--- config.mk ---
export PLATFORM = sky130hd
export DESIGN_NAME = regfile_dump_tx_flat
export DESIGN_NICKNAME = d
export VERILOG_FILES = /design/src/rtl/regfile_pkg.sv /design/src/rtl/regfile_dump_tx_if.sv /design/src/rtl/regfile_tx_shifter.sv /design/src/rtl/regfile_dump_tx.sv /design/src/flat_wrapper.sv
export SDC_FILE = /design/constraint.sdc
export NUM_CORES = 1
export LEC_CHECK = 0
export CORE_MARGIN = 4
export CORE_UTILIZATION = 50
export CTS_CLUSTER_SIZE = 8
export DETAILED_ROUTE_END_ITERATION = 12
export PLACE_DENSITY_LB_ADDON = 0.12
export SLEW_MARGIN = 20
export SYNTH_ARGS = -nofsm -noshare
export SYNTH_HDL_FRONTEND = slang
export SYNTH_SLANG_ARGS = --single-unit
export TNS_END_PERCENT = 10
--- constraint.sdc ---
create_clock -name clk -period 2 [get_ports clk]
set_input_delay 0.4 -clock clk [delete_from_list [all_inputs] [get_ports clk]]
set_output_delay 0.4 -clock clk [all_outputs]
set_load 0.01 [all_outputs]
--- src/rtl/regfile_pkg.sv ---
// Shared widths, frame layout and FSM encoding for the register-file dump transmitter.
package regfile_pkg;
  localparam int DATA_W     = 8;
  localparam int ADDR_W     = 3;
  localparam int NUM_REGS   = 2 ** ADDR_W;
  localparam int FRAME_BITS = DATA_W + 2;

  typedef enum logic [2:0] {
    IDLE  = 3'd0,
    FETCH = 3'd1,
    START = 3'd2,
    DATA  = 3'd3,
    STOP  = 3'd4
  } state_t;
endpackage

--- src/rtl/regfile_dump_tx_if.sv ---
// Request, register-file read port and serial link signals of the dump transmitter.
// Handshake: start is honoured only on an edge where busy = 0; busy stays high until the
// edge that raises the one-cycle done pulse, so start is never queued while busy.
interface regfile_dump_tx_if;
  import regfile_pkg::*;

  logic              start;
  logic [ADDR_W-1:0] first_addr;
  logic [ADDR_W-1:0] last_addr;
  logic [ADDR_W-1:0] rf_read;
  logic [DATA_W-1:0] rf_dout;
  logic              txd;
  logic              busy;
  logic              done;

  modport master (
    output start, first_addr, last_addr, rf_dout,
    input  rf_read, txd, busy, done
  );

  modport slave (
    input  start, first_addr, last_addr, rf_dout,
    output rf_read, txd, busy, done
  );
endinterface

--- src/rtl/regfile_tx_shifter.sv ---
// Serialises one byte as start bit, 8 data bits LSB first and stop bit, BIT_CYCLES clocks per bit.
module regfile_tx_shifter
  import regfile_pkg::*;
#(
  parameter int BIT_CYCLES = 4
) (
  input  logic              clk,
  input  logic              rst_n,
  input  logic              load,
  input  logic [DATA_W-1:0] data,
  output logic              txd,
  output logic              frame_done,
  output logic              bit_end,
  output logic [3:0]        bit_idx
);
  localparam int TICK_W = (BIT_CYCLES > 1) ? $clog2(BIT_CYCLES) : 1;

  logic              active_q, active_d;
  logic [TICK_W-1:0] tick_q, tick_d;
  logic [3:0]        idx_q, idx_d;
  logic [DATA_W:0]   shift_q, shift_d;
  logic              txd_q, txd_d;

  assign bit_end    = active_q && (tick_q == TICK_W'(BIT_CYCLES - 1));
  assign frame_done = bit_end && (idx_q == 4'(FRAME_BITS - 1));
  assign txd        = txd_q;
  assign bit_idx    = idx_q;

  always_comb begin
    active_d = active_q;
    tick_d   = tick_q;
    idx_d    = idx_q;
    shift_d  = shift_q;
    txd_d    = txd_q;
    if (load) begin
      // The start bit goes out straight away; the stop bit rides in at the top of the shifter.
      active_d = 1'b1;
      tick_d   = '0;
      idx_d    = '0;
      shift_d  = {1'b1, data};
      txd_d    = 1'b0;
    end else if (active_q) begin
      if (bit_end) begin
        tick_d = '0;
        if (frame_done) begin
          active_d = 1'b0;
          txd_d    = 1'b1;
        end else begin
          idx_d   = idx_q + 4'd1;
          txd_d   = shift_q[0];
          shift_d = {1'b1, shift_q[DATA_W:1]};
        end
      end else begin
        tick_d = tick_q + 1'b1;
      end
    end
  end

  always_ff @(posedge clk or negedge rst_n) begin
    if (!rst_n) begin
      active_q <= 1'b0;
      tick_q   <= '0;
      idx_q    <= '0;
      shift_q  <= '0;
      txd_q    <= 1'b1;
    end else begin
      active_q <= active_d;
      tick_q   <= tick_d;
      idx_q    <= idx_d;
      shift_q  <= shift_d;
      txd_q    <= txd_d;
    end
  end
endmodule

--- src/rtl/regfile_dump_tx.sv ---
// Walks a (possibly wrapping) register range, reads each register and sends it on the serial line.
module regfile_dump_tx
  import regfile_pkg::*;
#(
  parameter int BIT_CYCLES = 4,
  parameter int RD_LAT     = 1
) (
  input  logic                   clk,
  input  logic                   reset,
  regfile_dump_tx_if.slave       bus,
  output state_t                 state_o
);
  localparam int WAIT_W = (RD_LAT > 0) ? $clog2(RD_LAT + 1) : 1;

  state_t            state_q, state_d;
  logic [ADDR_W-1:0] rf_read_q, rf_read_d;
  logic [ADDR_W-1:0] remain_q, remain_d;
  logic [WAIT_W-1:0] wait_q, wait_d;
  logic              busy_q, busy_d;
  logic              done_q, done_d;
  logic              load;
  logic              txd;
  logic              frame_done;
  logic              bit_end;
  logic [3:0]        bit_idx;

  regfile_tx_shifter #(.BIT_CYCLES(BIT_CYCLES)) u_shifter (
    .clk        (clk),
    .rst_n      (reset),
    .load       (load),
    .data       (bus.rf_dout),
    .txd        (txd),
    .frame_done (frame_done),
    .bit_end    (bit_end),
    .bit_idx    (bit_idx)
  );

  assign bus.rf_read = rf_read_q;
  assign bus.txd     = txd;
  assign bus.busy    = busy_q;
  assign bus.done    = done_q;
  assign state_o     = state_q;

  always_comb begin
    state_d   = state_q;
    rf_read_d = rf_read_q;
    remain_d  = remain_q;
    wait_d    = wait_q;
    busy_d    = busy_q;
    done_d    = 1'b0;
    load      = 1'b0;
    case (state_q)
      IDLE: begin
        if (bus.start) begin
          // Bytes left after the first; modular subtraction handles the 7 -> 0 wrap.
          rf_read_d = bus.first_addr;
          remain_d  = bus.last_addr - bus.first_addr;
          wait_d    = '0;
          busy_d    = 1'b1;
          state_d   = FETCH;
        end
      end
      FETCH: begin
        if (wait_q == WAIT_W'(RD_LAT)) begin
          load    = 1'b1;
          state_d = START;
        end else begin
          wait_d = wait_q + 1'b1;
        end
      end
      START: if (bit_end) state_d = DATA;
      DATA:  if (bit_end && (bit_idx == 4'(DATA_W))) state_d = STOP;
      STOP: begin
        if (frame_done) begin
          if (remain_q != '0) begin
            remain_d  = remain_q - 1'b1;
            rf_read_d = rf_read_q + 1'b1;
            wait_d    = '0;
            state_d   = FETCH;
          end else begin
            busy_d  = 1'b0;
            done_d  = 1'b1;
            state_d = IDLE;
          end
        end
      end
      default: state_d = IDLE;
    endcase
  end

  always_ff @(posedge clk or negedge reset) begin
    if (!reset) begin
      state_q   <= IDLE;
      rf_read_q <= '0;
      remain_q  <= '0;
      wait_q    <= '0;
      busy_q    <= 1'b0;
      done_q    <= 1'b0;
    end else begin
      state_q   <= state_d;
      rf_read_q <= rf_read_d;
      remain_q  <= remain_d;
      wait_q    <= wait_d;
      busy_q    <= busy_d;
      done_q    <= done_d;
    end
  end
endmodule

--- src/flat_wrapper.sv ---
// flat-port wrapper written by rule: the top's interface ports become plain ports
module regfile_dump_tx_flat import regfile_pkg::*;
#(
  parameter int BIT_CYCLES = 4,
  parameter int RD_LAT     = 1
)
  (clk, reset, state_o, bus_start, bus_first_addr, bus_last_addr, bus_rf_dout, bus_rf_read, bus_txd, bus_busy, bus_done);
  regfile_dump_tx_if bus_i ();
  input  logic clk;
  input  logic reset;
  output state_t state_o;
  input wire logic [$bits(bus_i.start)-1:0] bus_start;
  input wire logic [$bits(bus_i.first_addr)-1:0] bus_first_addr;
  input wire logic [$bits(bus_i.last_addr)-1:0] bus_last_addr;
  input wire logic [$bits(bus_i.rf_dout)-1:0] bus_rf_dout;
  output wire logic [$bits(bus_i.rf_read)-1:0] bus_rf_read;
  output wire logic [$bits(bus_i.txd)-1:0] bus_txd;
  output wire logic [$bits(bus_i.busy)-1:0] bus_busy;
  output wire logic [$bits(bus_i.done)-1:0] bus_done;
  assign bus_i.start = bus_start;
  assign bus_i.first_addr = bus_first_addr;
  assign bus_i.last_addr = bus_last_addr;
  assign bus_i.rf_dout = bus_rf_dout;
  assign bus_rf_read = bus_i.rf_read;
  assign bus_txd = bus_i.txd;
  assign bus_busy = bus_i.busy;
  assign bus_done = bus_i.done;
  regfile_dump_tx #(.BIT_CYCLES(BIT_CYCLES), .RD_LAT(RD_LAT)) u_core (.clk(clk), .reset(reset), .bus(bus_i), .state_o(state_o));
endmodule
* Yosys cells after proc, flatten, opt, wreduce, memory -nomap -nowiden
Index checks and enable logic that the tools add are counted.
W data, S select, Z words.
** Storage, ports and cells
- Output and inout port bits :: 9
- Logic and storage cells :: 95
- Bits in registers :: 29
- Input bits :: 17
** Operators by class
- Add/subtract/negate cells :: 6
- Reduce and logical (&&, ||, !) cells :: 15
- Eq/ne operators :: 15
- Multiplexer cells :: 48
** Operators by type and width (count)
- $mux W9 :: 4
- $mux W3 :: 11
- $mux W1 :: 21
- $mux W4 :: 4
- $pmux W3 S5 :: 1
- $ne A2 B1 Y1 const B :: 6
- $pmux W3 S2 :: 2
- $reduce_and A4 Y1 :: 3
- $eq A4 B4 Y1 const B :: 2
- $eq A3 B2 Y1 const B :: 2
- $mux W2 :: 3
- $reduce_bool A2 Y1 :: 3
- $reduce_bool A3 Y1 :: 2
- $reduce_and A5 Y1 :: 1
- $add A4 B1 Y4 const B :: 1
- $ne A2 B2 Y1 const B :: 2
- $add A3 B1 Y3 const B :: 1
- $eq A3 B1 Y1 const B :: 1
- $eq A3 B3 Y1 const B :: 1
- $logic_and A1 B1 Y1 :: 3
- $logic_not A3 Y1 :: 1
- $pmux W1 S3 :: 1
- $reduce_and A3 Y1 :: 1
- $sub A3 B1 Y3 const B :: 1
- other kinds (6) :: 6

* Depth between registers and ports, before layout
- Word-level depth :: 7
- Mapped depth :: 7
- Depth with buffers taken out :: 7

* Modules after synthesis
From an unflattened synthesis, not the netlist that was laid out.
** Unflattened totals
- Cells, all modules :: 169
- Area, all modules :: 1649.1 µm²
** By module, submodules not included
- regfile_tx_shifter :: cells an instance 88, area each 839.6 µm², instances 1, sequential area each 426.7 µm²
- regfile_dump_tx :: cells an instance 81, area each 809.5 µm², instances 1, sequential area each 300.3 µm²

* Worst setup path before layout
OpenSTA, ideal clock, no wires.
- Path type :: flip-flop to flip-flop
- Start point :: register u_core.state_q[1], in the netlist u_core.state_o[1]
- End point :: register u_core.rf_read_q[1], in the netlist u_core.bus.rf_read[1]
- Clock period less this slack :: 1.708 ns
- Cell stages (with the launch flop) :: 6
- Buffers on the path :: 2
- Slack :: 0.292 ns
- Arrival :: 1.583 ns
- Data required time :: 1.875 ns
- Setup time :: 0.125 ns
- Cells stage by stage :: dfrtp_1 buf_6 or3b_1 buf_2 mux2_4 mux2_2
** On the way
- Word-level cells in the longest chain between the ends :: 3
- Elaborated cells on any way between the ends :: 8
- Those cells by class :: eq/ne: 4; mux: 1; reduce/logical: 3
** Ends and longest elaborated chain
- start, declared :: RTL line regfile_dump_tx.sv:15 : state_t state_q, state_d;
- start signal, assigned :: RTL line regfile_dump_tx.sv:100 : state_q <= state_d;
- $eq A3 B3 Y1 / $logic_not A3 Y1 (equally long branches) :: RTL line regfile_dump_tx.sv:52 : case (state_q)
- $ne A2 B1 Y1 (no source line), or another cell as far along
- $reduce_and A4 Y1 (no source line)
- end signal, assigned :: RTL line regfile_dump_tx.sv:101 : rf_read_q <= rf_read_d;
- end, declared :: RTL line regfile_dump_tx.sv:16 : logic [ADDR_W-1:0] rf_read_q, rf_read_d;
Several ways; a longest one is shown, not always the timed one.
A chain may end at the register's enable or synchronous reset.

* Final worst setup path
- Start point :: register u_core.state_q[2], in the netlist u_core.state_o[2]
- End point :: output state_o[2]
** RTL lines
- end, declared :: RTL line flat_wrapper.sv:11 : output state_t state_o;
No word-level cell between the ends.

==> flow_metrics.env <==
export IMPL_die_w_um=64.9
export IMPL_drt_pass1_iterations=4
export IMPL_cts_buffers=5
export IMPL_wl_per_cell_um=13.1
export IMPL_yosysUniqueCellTypes=40
export IMPL_rows=20
export IMPL_yosysWarnings=0
export IMPL_final_seq_area_um2=727
export IMPL_powerDensity_nw_per_um2=586
export IMPL_netlist_area_um2=1620
export IMPL_io_buffers=25
export IMPL_fin_skew_ps=7.25
export IMPL_grt_usage=0.176
export IMPL_num_vias=1302
export IMPL_drtIter0Drc=54
export IMPL_overflow=0
export IMPL_die_area_um2=4220
export IMPL_worstSetupPathType="reg -> out"
export IMPL_syn_inst=166
export IMPL_tightest_slew_ps=470
export IMPL_cts_sinks=29
export IMPL_worstPathRequired_ps=1600
export IMPL_synth_area_leaders="dfrtp_1 43%, mux2i_1 7.4%, ha_1 6.2%"
export IMPL_ios=26
export IMPL_grt_max_degree=30
export IMPL_antenna_found_initial=0
export IMPL_synth_ff_type="dfrtp_1"
export IMPL_grt_pass1_wl_mm=5.73
export IMPL_die_h_um=64.9
export IMPL_ant_nets=0
export IMPL_num_antenna_cells=0
export IMPL_fin_cells=243
export IMPL_dpl_cell_count=235
export IMPL_synth_seq_cells=29
export IMPL_relSlewSlack=0.683
export IMPL_via_per_inst=5.36
export IMPL_rsz0062_at_grt="false"
export IMPL_clock_path_buffers=2
export IMPL_synth_top_area_frac=0.432
export IMPL_drc=0
export IMPL_leakage_nw=0.924
export IMPL_status="complete, no violations"
export IMPL_drv_cap=0
export IMPL_syn_num_nets=192
export IMPL_critPathMaxFanout=14
export IMPL_clkLatencyLatePin_ps=330
export IMPL_htree_levels=2
export IMPL_setup_viol=0
export IMPL_hold_class="in -> async"
export IMPL_hold_viol=0
export IMPL_clock_fmax_mhz=541
export IMPL_startpoint_type="flip-flop"
export IMPL_endpoint_kind="output port"
export IMPL_clk_pin_slew_ps=100
export IMPL_synthArstFlopShare=1.00
export IMPL_hold_ws_ps=436
export IMPL_routabilityCongestion=0.877
export IMPL_drive_above_1_share=0.126
export IMPL_yosysMostFrequentCell="dfrtp_1"
export IMPL_initial_utilization=0.526
export IMPL_irDropWorstVdd_mv=0.501
export IMPL_synth_edff_count=0
export IMPL_core_um2=3080
export IMPL_synth_commonest_cells="28 x dfrtp_1, 20 x nand2_1, 17 x nor2_1, 12 x mux2i_1"
export IMPL_ys_seq_area_frac=0.449
export IMPL_fill_cells=258
export IMPL_cts_root_buf="clkbuf_4"
export IMPL_syn_avg_cell_area_um2=9.76
export IMPL_dp_hpwl_mm=2.30
export IMPL_hold_buffers=0
export IMPL_routed_wl_mm=3.19
export IMPL_fin_crit_sh=0.924
export IMPL_area_growth_pct=26.4
export IMPL_grt_pass1_vias=1268
export IMPL_finalCriticalPeriod_ps=1850
export IMPL_yosysTopAreaCell="dfrtp_1"
export IMPL_arrival_ps=1450
export IMPL_multiInputGateArea_um2=822
export IMPL_layout_nets=224
export IMPL_drv_slew=0
export IMPL_cts_tree="yes"
==> cell type report <==
| type | count | area share |
|---|---|---|
| Multi-Input combinational cell | 118 | 0.401 |
| Sequential cell | 29 | 0.355 |
| Timing Repair Buffer | 34 | 0.155 |
| Tap cell | 44 | 0.0269 |
| Clock buffer | 6 | 0.0250 |
| Clock inverter | 2 | 0.0183 |
| Inverter | 10 | 0.0183 |
==> final timing paths <==
check	from	end	slack (ps)	depth (start not counted)
worst max-delay path	u_core.state_o[2]$_DFFE_PN0P_	state_o[2]	150	2
worst min-delay path	reset	u_core.remain_q[0]$_DFFE_PN0P_	440	2
worst max register to register	u_core.remain_q[0]$_DFFE_PN0P_	u_core.bus.rf_read[1]$_DFFE_PN0P_	230	6
worst min register to register	u_core.u_shifter.shift_q[8]$_DFFE_PN0P_	u_core.u_shifter.shift_q[8]$_DFFE_PN0P_	490	2
max in group asynchronous	reset	u_core.u_shifter.txd$_DFFE_PN1P_	1250	2
min in group clk	u_core.u_shifter.shift_q[8]$_DFFE_PN0P_	u_core.u_shifter.shift_q[8]$_DFFE_PN0P_	490	2
==> registers in the layout, summed over array words and instances (netlist names) <==
register	count
u_core.u_shifter.txd	1
u_core.u_shifter.shift_q	9
u_core.bus.rf_read	3
u_core.bus.done	1
u_core.u_shifter.active_q	1
u_core.state_o	3
u_core.remain_q	3
u_core.wait_q	1
u_core.u_shifter.bit_idx	4
u_core.u_shifter.tick_q	2
u_core.bus.busy	1
==> placed cells by master, fill, tap and decap left out, drive strengths merged, types with 2 or more instances in the layout <==
cell / synthesis / routed
buf: 4 / 9
ha: 8 / 8
dfrtp: 28 / 28
clkdlybuf4s50: 0 / 25
nand2: 20 / 20
mux2: 3 / 3
mux2i: 12 / 12
o22ai: 5 / 5
nor2: 17 / 17
o21ai: 10 / 10
nand2b: 3 / 3
nand4b: 2 / 2
clkbuf: 5 / 6
a211oi: 3 / 3
a31oi: 6 / 6
nor3: 7 / 7
a21oi: 3 / 3
inv: 10 / 10
==> report_power, final <==
part           internal [mW]  switching [mW]  total, mW
clock                  0.297           0.216      0.513
sequential             0.595         0.00429      0.599
combinational         0.0524          0.0355     0.0879
total                  0.944           0.256       1.20
==> logic make-up after synthesis <==
logic type / Yosys count / synth area share
compound gates: 35 / 0.142
xor+xnor: 3 / 0.0247
fa+ha+maj: 9 / 0.0741
buf+inv: 19 / 0.0517
flops: 29 / 0.449
mux: 15 / 0.0973
simple gates: 56 / 0.161
==> stage by stage <==
stage	worst slack (ps)	cell area, um^2	util	setup TNS [ps]	power [mW]
floorplan	292	1620	-	0	0.641
CTS	134	2040	0.661	0	1.21
global placement	-25.7	1950	0.633	-25.7	0.696
detailed placement	-78.5	1950	0.633	-95.2	0.698
finish	152	2050	0.665	0	1.20
global route	66.9	2050	0.665	0	1.26
==> per-layer routing <==
metal  track usage  part of all wire
met5             0                 0
met4        0.0633             0.020
met3        0.0607             0.049
met2         0.271              0.47
met1         0.230              0.46
==> worst max-delay path, stage by stage, from the launching register on <==
cell and delay (ps):
dfrtp_1 350, buf_4 210, clkdlybuf4s50_1 560
==> timing repair <==
action                                  CTS  global route
resized for setup                         0             2
buffers inserted                          0             0
endpoints found under the setup margin    0             4
No activity file was read; power rests on OpenSTA's default activity.
